## config.mk

```make
export PLATFORM = sky130hd
export DESIGN_NAME = cla_pipe
export DESIGN_NICKNAME = d
export VERILOG_FILES = /design/src/rtl/cla_pipe.sv
export SDC_FILE = /design/constraint.sdc
export NUM_CORES = 1
export LEC_CHECK = 0
export ABC_CLOCK_PERIOD_IN_PS = 3200
export BUFFER_PORTS_ARGS = -buffer_cell sky130_fd_sc_hd__buf_2
export CAP_MARGIN = 20
export CORE_UTILIZATION = 49
export DETAILED_ROUTE_END_ITERATION = 7
export PLACE_DENSITY = 0.83
export SLEW_MARGIN = 15
export SYNTH_ARGS = -nofsm -noshare
export SYNTH_HDL_FRONTEND = slang
export SYNTH_SLANG_ARGS = --single-unit
export TNS_END_PERCENT = 20
```

## constraint.sdc

```tcl
create_clock -name clk_i -period 3.2 [get_ports clk_i]
set_clock_uncertainty 0.15 [all_clocks]
set_input_delay 0.64 -clock clk_i [delete_from_list [all_inputs] [get_ports clk_i]]
set_output_delay 0.64 -clock clk_i [all_outputs]
set_load 0.05 [all_outputs]
```

## src/rtl/cla_pipe.sv

```systemverilog
// ============================================================================
// Module   : cla_pipe
// Purpose  : Pipelined carry-lookahead adder/subtractor. The operand is cut
//            into STAGES equal segments; segment k is resolved in pipeline
//            stage k from 4-bit CLA groups joined by a group-lookahead unit.
//            Upper operand bits are skewed forward and finished sum bits
//            ride along so a whole result leaves the last stage at once.
// Options  : define CLA_PIPE_OVF_EN to build signed-overflow detection;
//            otherwise ovf_o is tied low and no overflow logic exists.
// Revision : 1.0  initial release
// ============================================================================
`default_nettype none

module cla_pipe #(
  parameter int WIDTH  = 32,
  parameter int STAGES = 2
) (
  input  logic             clk_i,
  input  logic             rst_i,
  input  logic             in_valid_i,
  output logic             in_ready_o,
  input  logic [WIDTH-1:0] a_i,
  input  logic [WIDTH-1:0] b_i,
  input  logic             ci_i,
  input  logic             mode_i,
  output logic [WIDTH-1:0] s_cla_o,
  output logic             co_cla_o,
  output logic             ovf_o,
  output logic             out_valid_o,
  input  logic             out_ready_i
);

  localparam int SEG  = WIDTH / STAGES;
  localparam int NGRP = SEG / 4;

  // Bit-level lookahead across one 4-bit group; c[0] is the group carry-in.
  function automatic logic [4:0] cla4(input logic [3:0] g, input logic [3:0] p,
                                      input logic c0);
    logic [4:0] c;
    logic       acc;
    logic       pp;
    c[0] = c0;
    for (int i = 0; i < 4; i++) begin
      acc = g[i];
      pp  = p[i];
      for (int m = i - 1; m >= 0; m--) begin
        acc = acc | (pp & g[m]);
        pp  = pp & p[m];
      end
      c[i+1] = acc | (pp & c0);
    end
    return c;
  endfunction

  // Group-level lookahead: carry into every group of a segment at once.
  function automatic logic [NGRP:0] grp_look(input logic [NGRP-1:0] g,
                                             input logic [NGRP-1:0] p,
                                             input logic c0);
    logic [NGRP:0] c;
    logic          acc;
    logic          pp;
    c[0] = c0;
    for (int i = 0; i < NGRP; i++) begin
      acc = g[i];
      pp  = p[i];
      for (int m = i - 1; m >= 0; m--) begin
        acc = acc | (pp & g[m]);
        pp  = pp & p[m];
      end
      c[i+1] = acc | (pp & c0);
    end
    return c;
  endfunction

  logic              adv;
  logic [STAGES-1:0] valid_q;
  logic [STAGES-1:0] carry_q;
  logic [STAGES-1:0] carry_d;
  logic [WIDTH-1:0]  a_q   [STAGES];
  logic [WIDTH-1:0]  b_q   [STAGES];
  logic [WIDTH-1:0]  sum_q [STAGES];
  logic [WIDTH-1:0]  sum_d [STAGES];
  logic [WIDTH-1:0]  stg_a [STAGES];
  logic [WIDTH-1:0]  stg_b [STAGES];
  logic [WIDTH-1:0]  stg_sum [STAGES];
  logic [STAGES-1:0] stg_c;
`ifdef CLA_PIPE_OVF_EN
  logic              ovf_d;
  logic              ovf_q;
`endif

  // The whole pipeline moves together: it advances whenever the output
  // register is empty or being consumed.
  assign adv        = out_ready_i | ~out_valid_o;
  assign in_ready_o = adv;

  for (genvar k = 0; k < STAGES; k++) begin : g_stage
    logic [SEG-1:0]   seg_a;
    logic [SEG-1:0]   seg_b;
    logic [SEG-1:0]   gen;
    logic [SEG-1:0]   prop;
    logic [SEG-1:0]   seg_sum;
    logic [SEG:0]     c;
    logic [NGRP-1:0]  grp_g;
    logic [NGRP-1:0]  grp_p;
    logic [NGRP:0]    grp_c;
    logic [4:0]       t;
    logic [WIDTH-1:0] sum_nx;

    if (k == 0) begin : g_first
      // Subtraction is a + ~b + 1, so invert b and force the carry-in.
      assign stg_a[k]   = a_i;
      assign stg_b[k]   = mode_i ? ~b_i : b_i;
      assign stg_c[k]   = mode_i | ci_i;
      assign stg_sum[k] = '0;
    end else begin : g_next
      assign stg_a[k]   = a_q[k-1];
      assign stg_b[k]   = b_q[k-1];
      assign stg_c[k]   = carry_q[k-1];
      assign stg_sum[k] = sum_q[k-1];
    end

    // Resolve segment k: group G/P, group lookahead, then in-group carries.
    always_comb begin
      seg_a = stg_a[k][k*SEG +: SEG];
      seg_b = stg_b[k][k*SEG +: SEG];
      gen   = seg_a & seg_b;
      prop  = seg_a ^ seg_b;
      t     = '0;
      grp_g = '0;
      grp_p = '0;
      c     = '0;
      for (int j = 0; j < NGRP; j++) begin
        t        = cla4(gen[4*j +: 4], prop[4*j +: 4], 1'b0);
        grp_g[j] = t[4];
        grp_p[j] = &prop[4*j +: 4];
      end
      grp_c = grp_look(grp_g, grp_p, stg_c[k]);
      for (int j = 0; j < NGRP; j++) begin
        t            = cla4(gen[4*j +: 4], prop[4*j +: 4], grp_c[j]);
        c[4*j +: 4]  = t[3:0];
      end
      c[SEG]  = grp_c[NGRP];
      seg_sum = prop ^ c[SEG-1:0];
      sum_nx  = stg_sum[k];
      sum_nx[k*SEG +: SEG] = seg_sum;
    end

    assign sum_d[k]   = sum_nx;
    assign carry_d[k] = c[SEG];

`ifdef CLA_PIPE_OVF_EN
    if (k == STAGES - 1) begin : g_ovf
      // Signed overflow: carry into the MSB differs from carry out of it.
      assign ovf_d = c[SEG] ^ c[SEG-1];
    end
`endif
  end

  // Stage registers: shift on advance, hold on stall, clear valids on reset.
  always_ff @(posedge clk_i) begin
    if (rst_i) begin
      valid_q <= '0;
      carry_q <= '0;
      for (int k = 0; k < STAGES; k++) begin
        sum_q[k] <= '0;
      end
    end else if (adv) begin
      valid_q[0] <= in_valid_i;
      for (int k = 1; k < STAGES; k++) begin
        valid_q[k] <= valid_q[k-1];
      end
      for (int k = 0; k < STAGES; k++) begin
        sum_q[k]   <= sum_d[k];
        carry_q[k] <= carry_d[k];
        a_q[k]     <= stg_a[k];
        b_q[k]     <= stg_b[k];
      end
    end
  end

`ifdef CLA_PIPE_OVF_EN
  // Overflow flag lives in the output rank alongside the final sum.
  always_ff @(posedge clk_i) begin
    if (rst_i) begin
      ovf_q <= 1'b0;
    end else if (adv) begin
      ovf_q <= ovf_d;
    end
  end
  assign ovf_o = ovf_q;
`else
  assign ovf_o = 1'b0;
`endif

  assign s_cla_o     = sum_q[STAGES-1];
  assign co_cla_o    = carry_q[STAGES-1];
  assign out_valid_o = valid_q[STAGES-1];

endmodule

`default_nettype wire

```

==> impl_metrics.json, run 1 <==
{
  "synthesis.area_per_instance_um2": 12.97,
  "nets": 572,
  "clock_path_buffers": 2,
  "combPwrFrac_pct": 26.8,
  "setup_viol": 0,
  "ctsHtreeMaxLevel": 3,
  "post_cts_buffers": 0,
  "clk_pin_slew_ns": 0.09,
  "max_stage_delay_ns": 0.44,
  "clock_latency_of_the_later_clocked_register_in_the_worst_skew_pair_ns": 0.34,
  "synth.lib_cells_used.distinct": 48,
  "post_cts_resized": 0,
  "switching_share_pct": 31.03,
  "grt_overflow": 0,
  "drt-total-wl_mm": 8.373,
  "holdCritPathClass": "primary input to flop",
  "power.clock.fraction_pct": 27.2,
  "power_density_nw_per_um2": 566.2,
  "routed_via_density": 5.111,
  "irDropWorstVdd_uv": 276.0,
  "drc_violations_left": 0,
  "netlist_area_before_placement_um2": 4448,
  "io_buffers": 104,
  "place.detailed.hpwl_mm": 6.368,
  "cts_root_buf": "sky130_fd_sc_hd__clkbuf_8",
  "yosysSeqAreaShare_pct": 55.81,
  "layout.cell_area.non_filler_um2": 5376,
  "synthFlopType": "sky130_fd_sc_hd__edfxtp_1",
  "drtIter0Drc": 95,
  "required_time_at_the_worst_slack_endpoint_ns": 3.26,
  "drive_above_1_share_pct": 30.41,
  "numPlacedInstances": 559,
  "antennaDiodeCount": 0,
  "final_cell_count_no_fill": 575,
  "timing.final.max_slew_violations": 0,
  "grt_pass1_vias": 3055,
  "start_util_pct": 50.76,
  "cts_inserted_buffers": 9,
  "utilization_pct": 61.35,
  "worstPathCellList": "buf_2, xor2_1, ha_1, o21ai_0, nor2_1, o31a_1, nor2_2, o21ai_2, a21oi_1, fa_1, nor2_1",
  "post-route-min-period_ns": 2.952,
  "synthesis.nets": 453,
  "post_synthesis_cell_count": 343,
  "chipHeight_um": 97.28,
  "fp-row-count": 34,
  "gp_congestion": 0.8962,
  "chipWidth_um": 97.28,
  "fillCellCount": 705,
  "rsz0062_at_grt": "no",
  "finalCritPeriodShare_pct": 92.26,
  "timing_hold_violations_final": 0,
  "timing_worst_slew_pin_value_ns": 0.6671,
  "detail-route-antenna-nets": 0,
  "maxClockFrequency_mhz": 338.7,
  "placedInstanceArea_um2": 5160,
  "synth_seq_cells": 84,
  "outcome": "completed",
  "p_sw_uw": 944.7,
  "grt_max_degree": 36,
  "worst_hold_startpoint": "a_i[20]",
  "drt_first_pass_iters": 4,
  "grt_antenna_before_repair": 0,
  "startpoint_type": "primary input",
  "synthArstFlopShare_pct": 0,
  "floorplan.die_area_um2": 9462,
  "synth_warnings": 0,
  "routedWlPerCell_um": 14.56,
  "worst_setup_path_startpoint": "mode_i",
  "area_growth_syn_to_layout_pct": 20.87,
  "synth-edff-count": 80,
  "critical_register_to_register_path_startpoint": "a_q[0][16]$_DFFE_PP_",
  "routed-via-count": 2939,
  "share_seq_of_total_power_pct": 46.0,
  "worstPathMaxFanout": 11,
  "crit_type": "primary input to flop",
  "p_int_uw": 2099,
  "cell_with_the_largest_stage_delay_on_the_worst_path": "sky130_fd_sc_hd__fa_1",
  "design.portCount": 106,
  "max_slew_margin_pct": 55.53,
  "cp.arrival_ns": 3.01,
  "critPathCaptureType": "flop",
  "grt_first_pass_wirelength_mm": 13.87,
  "core_um2": 8763,
  "drv_cap": 0,
  "tritoncts": "built",
  "hold_fix_buffers_at_cts": 0,
  "numClockSinks": 84,
  "critical_path.most_common_cell": "sky130_fd_sc_hd__nor2_1",
  "leakage_uw": 0.002459,
  "groute.usage.overall_pct": 18.56
}
through the flow:
stage	TNS [ns]	worst slack [ns]	hold WS (ns)	total power (uW)
finish	0	0.2476	0.3121	3044
global route	0	0.06473	0.2890	3197
CTS	0	0.2775	0.2955	3069
detailed placement	-0.1518	-0.08203	0.3099	2245
global placement	0	0.05916	0.2907	2214
floorplan	0	0.01608	0.2762	2032
cells by family after synthesis:
kind of cell,share of synthesized area [%]
muxes,0.6751
xor gates and xnor gates,9.648
other,0.08431
adders and majority gates,12.60
and+or+nand+nor,10.01
buffers and inverters,2.391
DFF,55.81
AOI/OAI and AO/OA,8.776
flip-flops by register name, summed over array words and instances, names as in the netlist:
signal / count
carry_q: 2
a_q: 16
b_q: 16
sum_q: 48
valid_q: 2
worst max-delay path: cells and delay by family:
family	cells	cell delay, ns
compound gates	4	0.74
fa+ha+maj	2	0.72
buf+inv	1	0.31
xor+xnor	1	0.26
simple gates	3	0.34
cell usage after synthesis, types with 2 or more instances:
cell | number | area, um2
sky130_fd_sc_hd__o21ai_0 | 6 | 30.03
sky130_fd_sc_hd__nor2_1 | 33 | 123.9
sky130_fd_sc_hd__a211oi_1 | 4 | 30.03
sky130_fd_sc_hd__xnor2_1 | 12 | 105.1
sky130_fd_sc_hd__xor2_1 | 37 | 324.1
sky130_fd_sc_hd__fa_1 | 8 | 160.2
sky130_fd_sc_hd__o21a_1 | 6 | 45.04
sky130_fd_sc_hd__dfxtp_1 | 4 | 80.08
sky130_fd_sc_hd__nand3_1 | 4 | 20.02
sky130_fd_sc_hd__clkbuf_1 | 3 | 11.26
sky130_fd_sc_hd__mux2i_1 | 3 | 30.03
sky130_fd_sc_hd__o21bai_1 | 2 | 15.01
sky130_fd_sc_hd__nand2b_1 | 2 | 12.51
sky130_fd_sc_hd__or3_1 | 2 | 12.51
sky130_fd_sc_hd__nor3_1 | 9 | 45.04
sky130_fd_sc_hd__o31a_1 | 2 | 17.52
sky130_fd_sc_hd__and2_1 | 20 | 125.1
sky130_fd_sc_hd__and4_1 | 2 | 17.52
sky130_fd_sc_hd__edfxtp_1 | 80 | 2402
sky130_fd_sc_hd__nand2_1 | 10 | 37.54
sky130_fd_sc_hd__and3_1 | 2 | 12.51
sky130_fd_sc_hd__inv_1 | 13 | 48.80
sky130_fd_sc_hd__a21oi_1 | 13 | 65.06
sky130_fd_sc_hd__ha_1 | 32 | 400.4
sky130_fd_sc_hd__a21o_1 | 7 | 52.55
sky130_fd_sc_hd__buf_2 | 4 | 20.02
sky130_fd_sc_hd__buf_4 | 2 | 15.01
final cells by class:
| type | count | area (um2) | share of cell area (%) |
|---|---|---|---|
| sequential | 84 | 2482 | 46.17 |
| multi-input combinational | 236 | 1868 | 34.75 |
| timing repair buffer | 118 | 625.6 | 11.64 |
| tap | 108 | 135.1 | 2.513 |
| clock buffer | 11 | 131.4 | 2.444 |
| clock inverter | 5 | 85.08 | 1.582 |
| inverter | 13 | 48.80 | 0.9076 |
power groups by stage:
stage | registers (uW) | logic, uW | clock network [uW]
2_1_floorplan | 1640 | 389 | 0
3_3_place_gp | 1420 | 791 | 0
6_report | 1400 | 816 | 827
5_1_grt | 1420 | 893 | 889
3_5_place_dp | 1430 | 816 | 0
4_1_cts | 1400 | 819 | 848
per-layer routing:
metal,global-route usage [%],routed length (um)
met3,3.741,293
met1,22.06,3626
met4,7.014,166
met2,33.15,4287
met5,0,0
cells in the final DEF (no fill, tap or decap), drive strengths merged, types with 2 or more instances in the layout:
cell type / instances
and2: 20
mux2i: 3
inv: 14
xor2: 37
nand2b: 2
clkbuf: 11
a211oi: 5
or3: 2
a21o: 7
and3: 2
a21oi: 14
fa: 8
nor2: 34
dfxtp: 4
o21bai: 2
bufinv: 2
ha: 32
edfxtp: 80
nor3: 9
xnor2: 12
and4: 2
nand3: 4
buf: 118
o31a: 2
o21ai: 8
nand2: 10
o21a: 6
worst paths after layout:
path,endpoint,cells after the start,slack [ns]
worst max-delay path,sum_q[0][12]$_SDFFCE_PN0P_,11,0.25
worst min-delay path,a_q[0][20]$_DFFE_PP_,1,0.31
worst max register to register,sum_q[0][61]$_SDFFCE_PN0P_,8,0.44
worst min register to register,valid_q[0]$_SDFFE_PP0P_,2,0.31
Note: power is estimated with default switching activity, not from simulation.
==> run 2, diff against run 1 <==
CORE_UTILIZATION = 40   (was 49)
HOLD_SLACK_MARGIN = 0.1   (was unset)
PLACE_DENSITY = 0.71   (was 0.83)
==> run 2 against run 1 <==
Against the previous run: flip-flop and latch count did not move; total power rose by 5.3%; global-route usage down 2.1 points; sequential power about the same; cell count up 5.6%; via count fell by 0.34%; clock power rose by 19%; non-clock buffer count up 1; register-to-register slack about the same; die area grew 22%; combinational power barely moved; critical path type unchanged; count of clock-buffer cells in the layout decreased by 2.
==> impl_metrics.json, run 2 (same netlist as run 1, synthesis figures left out) <==
{
  "floorplan.die_area_um2": 11550,
  "cp.arrival_ns": 2.95,
  "chipWidth_um": 107.5,
  "fp-row-count": 38,
  "nets": 573,
  "critPathCaptureType": "flop",
  "maxClockFrequency_mhz": 349.0,
  "max_slew_margin_pct": 63.26,
  "finalCritPeriodShare_pct": 89.55,
  "power_density_nw_per_um2": 586.4,
  "drtIter0Drc": 73,
  "largest_register_ff_count": 48,
  "largest_registers": "sum_q: 48 flops, a_q: 16 flops, b_q: 16 flops",
  "placedInstanceArea_um2": 5207,
  "grt_overflow": 0,
  "drive_above_1_share_pct": 30.84,
  "required_time_at_the_worst_slack_endpoint_ns": 3.28,
  "numClockSinks": 84,
  "gp_congestion": 0.8474,
  "drt_first_pass_iters": 4,
  "drc_violations_left": 0,
  "drv_cap": 0,
  "ctsHtreeMaxLevel": 3,
  "top_register": "sum_q",
  "r2r_cells": 8,
  "detail-route-antenna-nets": 0,
  "place.detailed.hpwl_mm": 6.489,
  "critical_register_to_register_path_startpoint": "a_q[0][16]$_DFFE_PP_",
  "layout_commonest_cell": "sky130_fd_sc_hd__buf_2",
  "antennaDiodeCount": 0,
  "io_buffers": 104,
  "numPlacedInstances": 592,
  "clk_pin_slew_ns": 0.09,
  "routed_via_density": 4.825,
  "grt_antenna_before_repair": 0,
  "post-route-min-period_ns": 2.866,
  "cts_root_buf": "sky130_fd_sc_hd__clkbuf_8",
  "worst_hold_startpoint": "a_i[21]",
  "outcome": "completed",
  "routedWlPerCell_um": 14.05,
  "utilization_pct": 50.44,
  "holdCritPathClass": "primary input to flop",
  "clock_path_buffers": 2,
  "core_um2": 10840,
  "area_growth_syn_to_layout_pct": 22.93,
  "irDropWorstVdd_uv": 278.5,
  "layout.cells.most_common_list": "104 x sky130_fd_sc_hd__buf_2, 80 x sky130_fd_sc_hd__edfxtp_1, 37 x sky130_fd_sc_hd__xor2_1",
  "timing_hold_violations_final": 0,
  "worstPathMaxFanout": 11,
  "grt_pass1_vias": 3007,
  "fin_hold_ws_ns": 0.2923,
  "reg2reg_slack_ns": 0.43,
  "startpoint_type": "primary input",
  "start_util_pct": 41.03,
  "grt_max_degree": 41,
  "overall_power_of_the_completed_layout_uw": 3206,
  "post_cts_resized": 0,
  "cts_inserted_buffers": 9,
  "leakage_uw": 0.002486,
  "crit_type": "primary input to flop",
  "groute.usage.overall_pct": 16.48,
  "worst_hold_path.endpoint": "a_q[0][21]$_DFFE_PP_",
  "post_cts_buffers": 0,
  "grt_first_pass_wirelength_mm": 14.22,
  "setup_viol": 0,
  "drt-total-wl_mm": 8.527,
  "clock_latency_of_the_later_clocked_register_in_the_worst_skew_pair_ns": 0.37,
  "rr_endpoint": "sum_q[0][57]$_SDFFCE_PN0P_",
  "layout.cell_area.non_filler_um2": 5468,
  "final_cell_count_no_fill": 607,
  "hold_fix_buffers_at_cts": 0,
  "hold_depth": 1,
  "chipHeight_um": 107.5,
  "design.portCount": 106,
  "timing_worst_slew_pin_value_ns": 0.5503,
  "timing.final.max_slew_violations": 0,
  "rsz0062_at_grt": "no",
  "routed-via-count": 2929,
  "tritoncts": "built"
}
## run 2: final cells by class
type / count / area, um2
inverters: 13 / 48.80
well taps: 140 / 175.2
clock buffers: 9 / 123.9
fillers: 1014 / 5373
repair buffers: 119 / 633.1
clock inverters: 6 / 136.4
flip-flops and latches: 84 / 2482
multi-input cells: 236 / 1868
## run 2: worst max-delay path by stage
stage,from,end,depth (start not counted)
2_1_floorplan,mode_i,sum_q[0][13]$_SDFFCE_PN0P_,13
3_3_place_gp,mode_i,sum_q[0][12]$_SDFFCE_PN0P_,11
3_5_place_dp,mode_i,sum_q[0][12]$_SDFFCE_PN0P_,11
4_1_cts,mode_i,sum_q[0][12]$_SDFFCE_PN0P_,11
5_1_grt,mode_i,sum_q[0][12]$_SDFFCE_PN0P_,11
6_report,mode_i,sum_q[0][12]$_SDFFCE_PN0P_,11
## run 2: through the flow
step           setup TNS, ns  worst slack [ns]
2_1_floorplan              0           0.01608
3_3_place_gp               0           0.04665
3_5_place_dp         -0.1455          -0.07683
4_1_cts                    0            0.3094
5_1_grt                    0            0.1147
6_report                   0            0.3343
## run 2: worst max-delay path, stage by stage
cell and delay [ns]:
sky130_fd_sc_hd__buf_2 0.27, sky130_fd_sc_hd__xor2_1 0.21, sky130_fd_sc_hd__ha_1 0.29, sky130_fd_sc_hd__a211oi_2 0.19, sky130_fd_sc_hd__nor2_1 0.10, sky130_fd_sc_hd__o31a_1 0.27, sky130_fd_sc_hd__nor2_2 0.13, sky130_fd_sc_hd__o21ai_2 0.09
sky130_fd_sc_hd__a21oi_1 0.21, sky130_fd_sc_hd__fa_1 0.44, sky130_fd_sc_hd__nor2_1 0.10
## run 2: where the power goes
group	total (uW)	internal (uW)	switching, uW
clock network	988	596	393
logic	818	295	523
registers	1400	1360	38.3
## run 2: routing by layer
layer | vias up | GRT usage [%] | share of wire, %
li1 | 1475 | - | -
met1 | 1367 | 19.27 | 43
met2 | 68 | 28.34 | 50
met3 | 19 | 3.632 | 4.2
met4 | 0 | 8.513 | 2.8
met5 | - | 0 | 0
==> run 3, diff against run 2 <==
CORE_MARGIN = 2   (was unset)
==> run 3 against run 2 <==
Against the previous run: non-clock buffer count shrank 1; first-iteration DRC count shrank 38%; design area shrank 1.4%; die area grew 3.8%; count of clock-buffer cells in the layout grew 1; sequential share of layout area grew 0.64 points; critical path type is now flop to flop.
==> impl_metrics.json, run 3 (same netlist as run 1, synthesis figures left out) <==
{
  "drtIter0Drc": 45,
  "routedWlPerCell_um": 13.91,
  "hold_depth": 1,
  "fp-row-count": 38,
  "setup_total_negative_slack_ns": 0,
  "required_time_at_the_worst_slack_endpoint_ns": 3.15,
  "floorplan.die_area_um2": 11980,
  "clock_path_buffers": 2,
  "maxClockFrequency_mhz": 350.7,
  "power.clock.fraction_pct": 25.2,
  "chipWidth_um": 109.5,
  "grt_pass1_vias": 2803,
  "area_growth_syn_to_layout_pct": 21.21,
  "worst_setup_path_endpoint": "sum_q[0][61]$_SDFFCE_PN0P_",
  "max_stage_delay_ns": 0.43,
  "irDropWorstVdd_uv": 221.4,
  "drc_violations_left": 0,
  "gp_congestion": 0.8571,
  "top_register": "sum_q",
  "timing_worst_slew_pin_value_ns": 0.7573,
  "core_um2": 10840,
  "grt_antenna_before_repair": 0,
  "cts_inserted_buffers": 9,
  "tritoncts": "built",
  "fin_hold_ws_ns": 0.3099,
  "startpoint_type": "flop",
  "worst_setup_path_startpoint": "a_q[0][16]$_DFFE_PP_",
  "worstPathMaxFanout": 4,
  "fillCellCount": 990,
  "ctsHtreeMaxLevel": 3,
  "routed_via_density": 4.819,
  "numClockSinks": 84,
  "post_cts_buffers": 0,
  "critPathCaptureType": "flop",
  "place.detailed.hpwl_mm": 6.487,
  "grt_first_pass_wirelength_mm": 13.24,
  "drt-total-wl_mm": 8.445,
  "drv_cap": 0,
  "switching_share_pct": 31.98,
  "leakage_uw": 0.002448,
  "finalCritPeriodShare_pct": 89.11,
  "crit_type": "flop to flop",
  "antennaDiodeCount": 0,
  "cp.arrival_ns": 2.80,
  "outcome": "completed",
  "layout.cells.most_common_list": "104 x sky130_fd_sc_hd__buf_2, 80 x sky130_fd_sc_hd__edfxtp_1, 37 x sky130_fd_sc_hd__xor2_1",
  "hold_fix_buffers_at_cts": 0,
  "post_cts_resized": 0,
  "reg2reg_slack_ns": 0.35,
  "clk_pin_slew_ns": 0.09,
  "routed-via-count": 2925,
  "nets": 572,
  "largest_register_ff_count": 48,
  "design.portCount": 106,
  "cell_with_the_largest_stage_delay_on_the_worst_path": "sky130_fd_sc_hd__edfxtp_1",
  "grt_overflow": 0,
  "largest_registers": "sum_q: 48 flops, a_q: 16 flops, b_q: 16 flops",
  "p_int_uw": 2017,
  "drt_first_pass_iters": 4,
  "chipHeight_um": 109.5,
  "max_slew_margin_pct": 49.44,
  "combPwrFrac_pct": 27.5,
  "rr_endpoint": "sum_q[0][61]$_SDFFCE_PN0P_",
  "timing.final.max_slew_violations": 0,
  "power_density_nw_per_um2": 550.1,
  "share_seq_of_total_power_pct": 47.3,
  "detail-route-antenna-nets": 0,
  "cts_root_buf": "sky130_fd_sc_hd__clkbuf_8",
  "io_buffers": 104,
  "timing_hold_violations_final": 0,
  "groute.usage.overall_pct": 14.76,
  "critical_register_to_register_path_startpoint": "a_q[0][16]$_DFFE_PP_",
  "holdCritPathClass": "primary input to flop",
  "layout_commonest_cell": "sky130_fd_sc_hd__buf_2",
  "start_util_pct": 41.03,
  "setup_viol": 0,
  "post-route-min-period_ns": 2.851,
  "drive_above_1_share_pct": 30.62,
  "clock_latency_of_the_later_clocked_register_in_the_worst_skew_pair_ns": 0.35,
  "p_sw_uw": 948.4,
  "worstPathCellList": "ha_1, a211oi_1, o21ai_0, a2bb2oi_2, o21ai_1, fa_1, xnor2_1, nor2_1",
  "r2r_cells": 8,
  "grt_max_degree": 44,
  "rsz0062_at_grt": "no"
}
## run 3: final cells by class
type,count,area (um2),share of cell area [%]
multi-input cells,236,1868,34.65
inverters,13,48.80,0.9051
clock buffers,10,127.6,2.367
well taps,140,175.2,3.249
clock inverters,6,63.81,1.184
flip-flops and latches,84,2482,46.04
repair buffers,118,625.6,11.60
## run 3: power by group through the flow
| stage | clock network [uW] | registers, uW | logic [uW] |
|---|---|---|---|
| final | 747 | 1400 | 817 |
| after global routing | 822 | 1410 | 895 |
| after CTS | 767 | 1400 | 823 |
| after detailed placement | 0 | 1430 | 821 |
| after global placement | 0 | 1430 | 806 |
| after floorplan | 0 | 1640 | 389 |
## run 3: worst max-delay path: cells and delay by family (launching register included)
kind	cells	cell delay, ns
simple gates	1	0.07
flops	1	0.43
compound gates	4	1.01
xor+xnor	1	0.22
fa+ha+maj	2	0.73
## run 3: how the worst min path moves through the flow
stage	from	to	slack (ns)
floorplan	valid_q[0]$_SDFFE_PP0P_	valid_q[0]$_SDFFE_PP0P_	0.28
global placement	valid_q[0]$_SDFFE_PP0P_	valid_q[0]$_SDFFE_PP0P_	0.29
detailed placement	valid_q[0]$_SDFFE_PP0P_	valid_q[0]$_SDFFE_PP0P_	0.33
CTS	a_i[27]	a_q[0][27]$_DFFE_PP_	0.29
global route	a_i[22]	a_q[0][22]$_DFFE_PP_	0.28
finish	a_i[21]	a_q[0][21]$_DFFE_PP_	0.31
## run 3: metrics by stage
| stage | cell area [um2] | std cells | utilization (%) | setup slack [ns] | power (uW) |
|---|---|---|---|---|---|
| 2_1_floorplan | 4457 | 343 | - | 0.01608 | 2032 |
| 3_3_place_gp | 5200 | 591 | 47.97 | 0.07968 | 2232 |
| 3_5_place_dp | 5200 | 591 | 47.97 | 0.01638 | 2250 |
| 4_1_cts | 5391 | 607 | 49.73 | 0.3596 | 2995 |
| 5_1_grt | 5391 | 607 | 49.73 | 0.1067 | 3131 |
| 6_report | 5391 | 607 | 49.73 | 0.3486 | 2966 |
## run 3: metal layers
layer,share of wire (%),GRT usage [%],wire length (um),up-vias
met2,51,25.18,4300,65
met1,44,18.31,3706,1388
met3,4.1,3.557,347,6
met5,0,0,0,-
met4,1.1,5.154,90,0
li1,-,-,-,1466
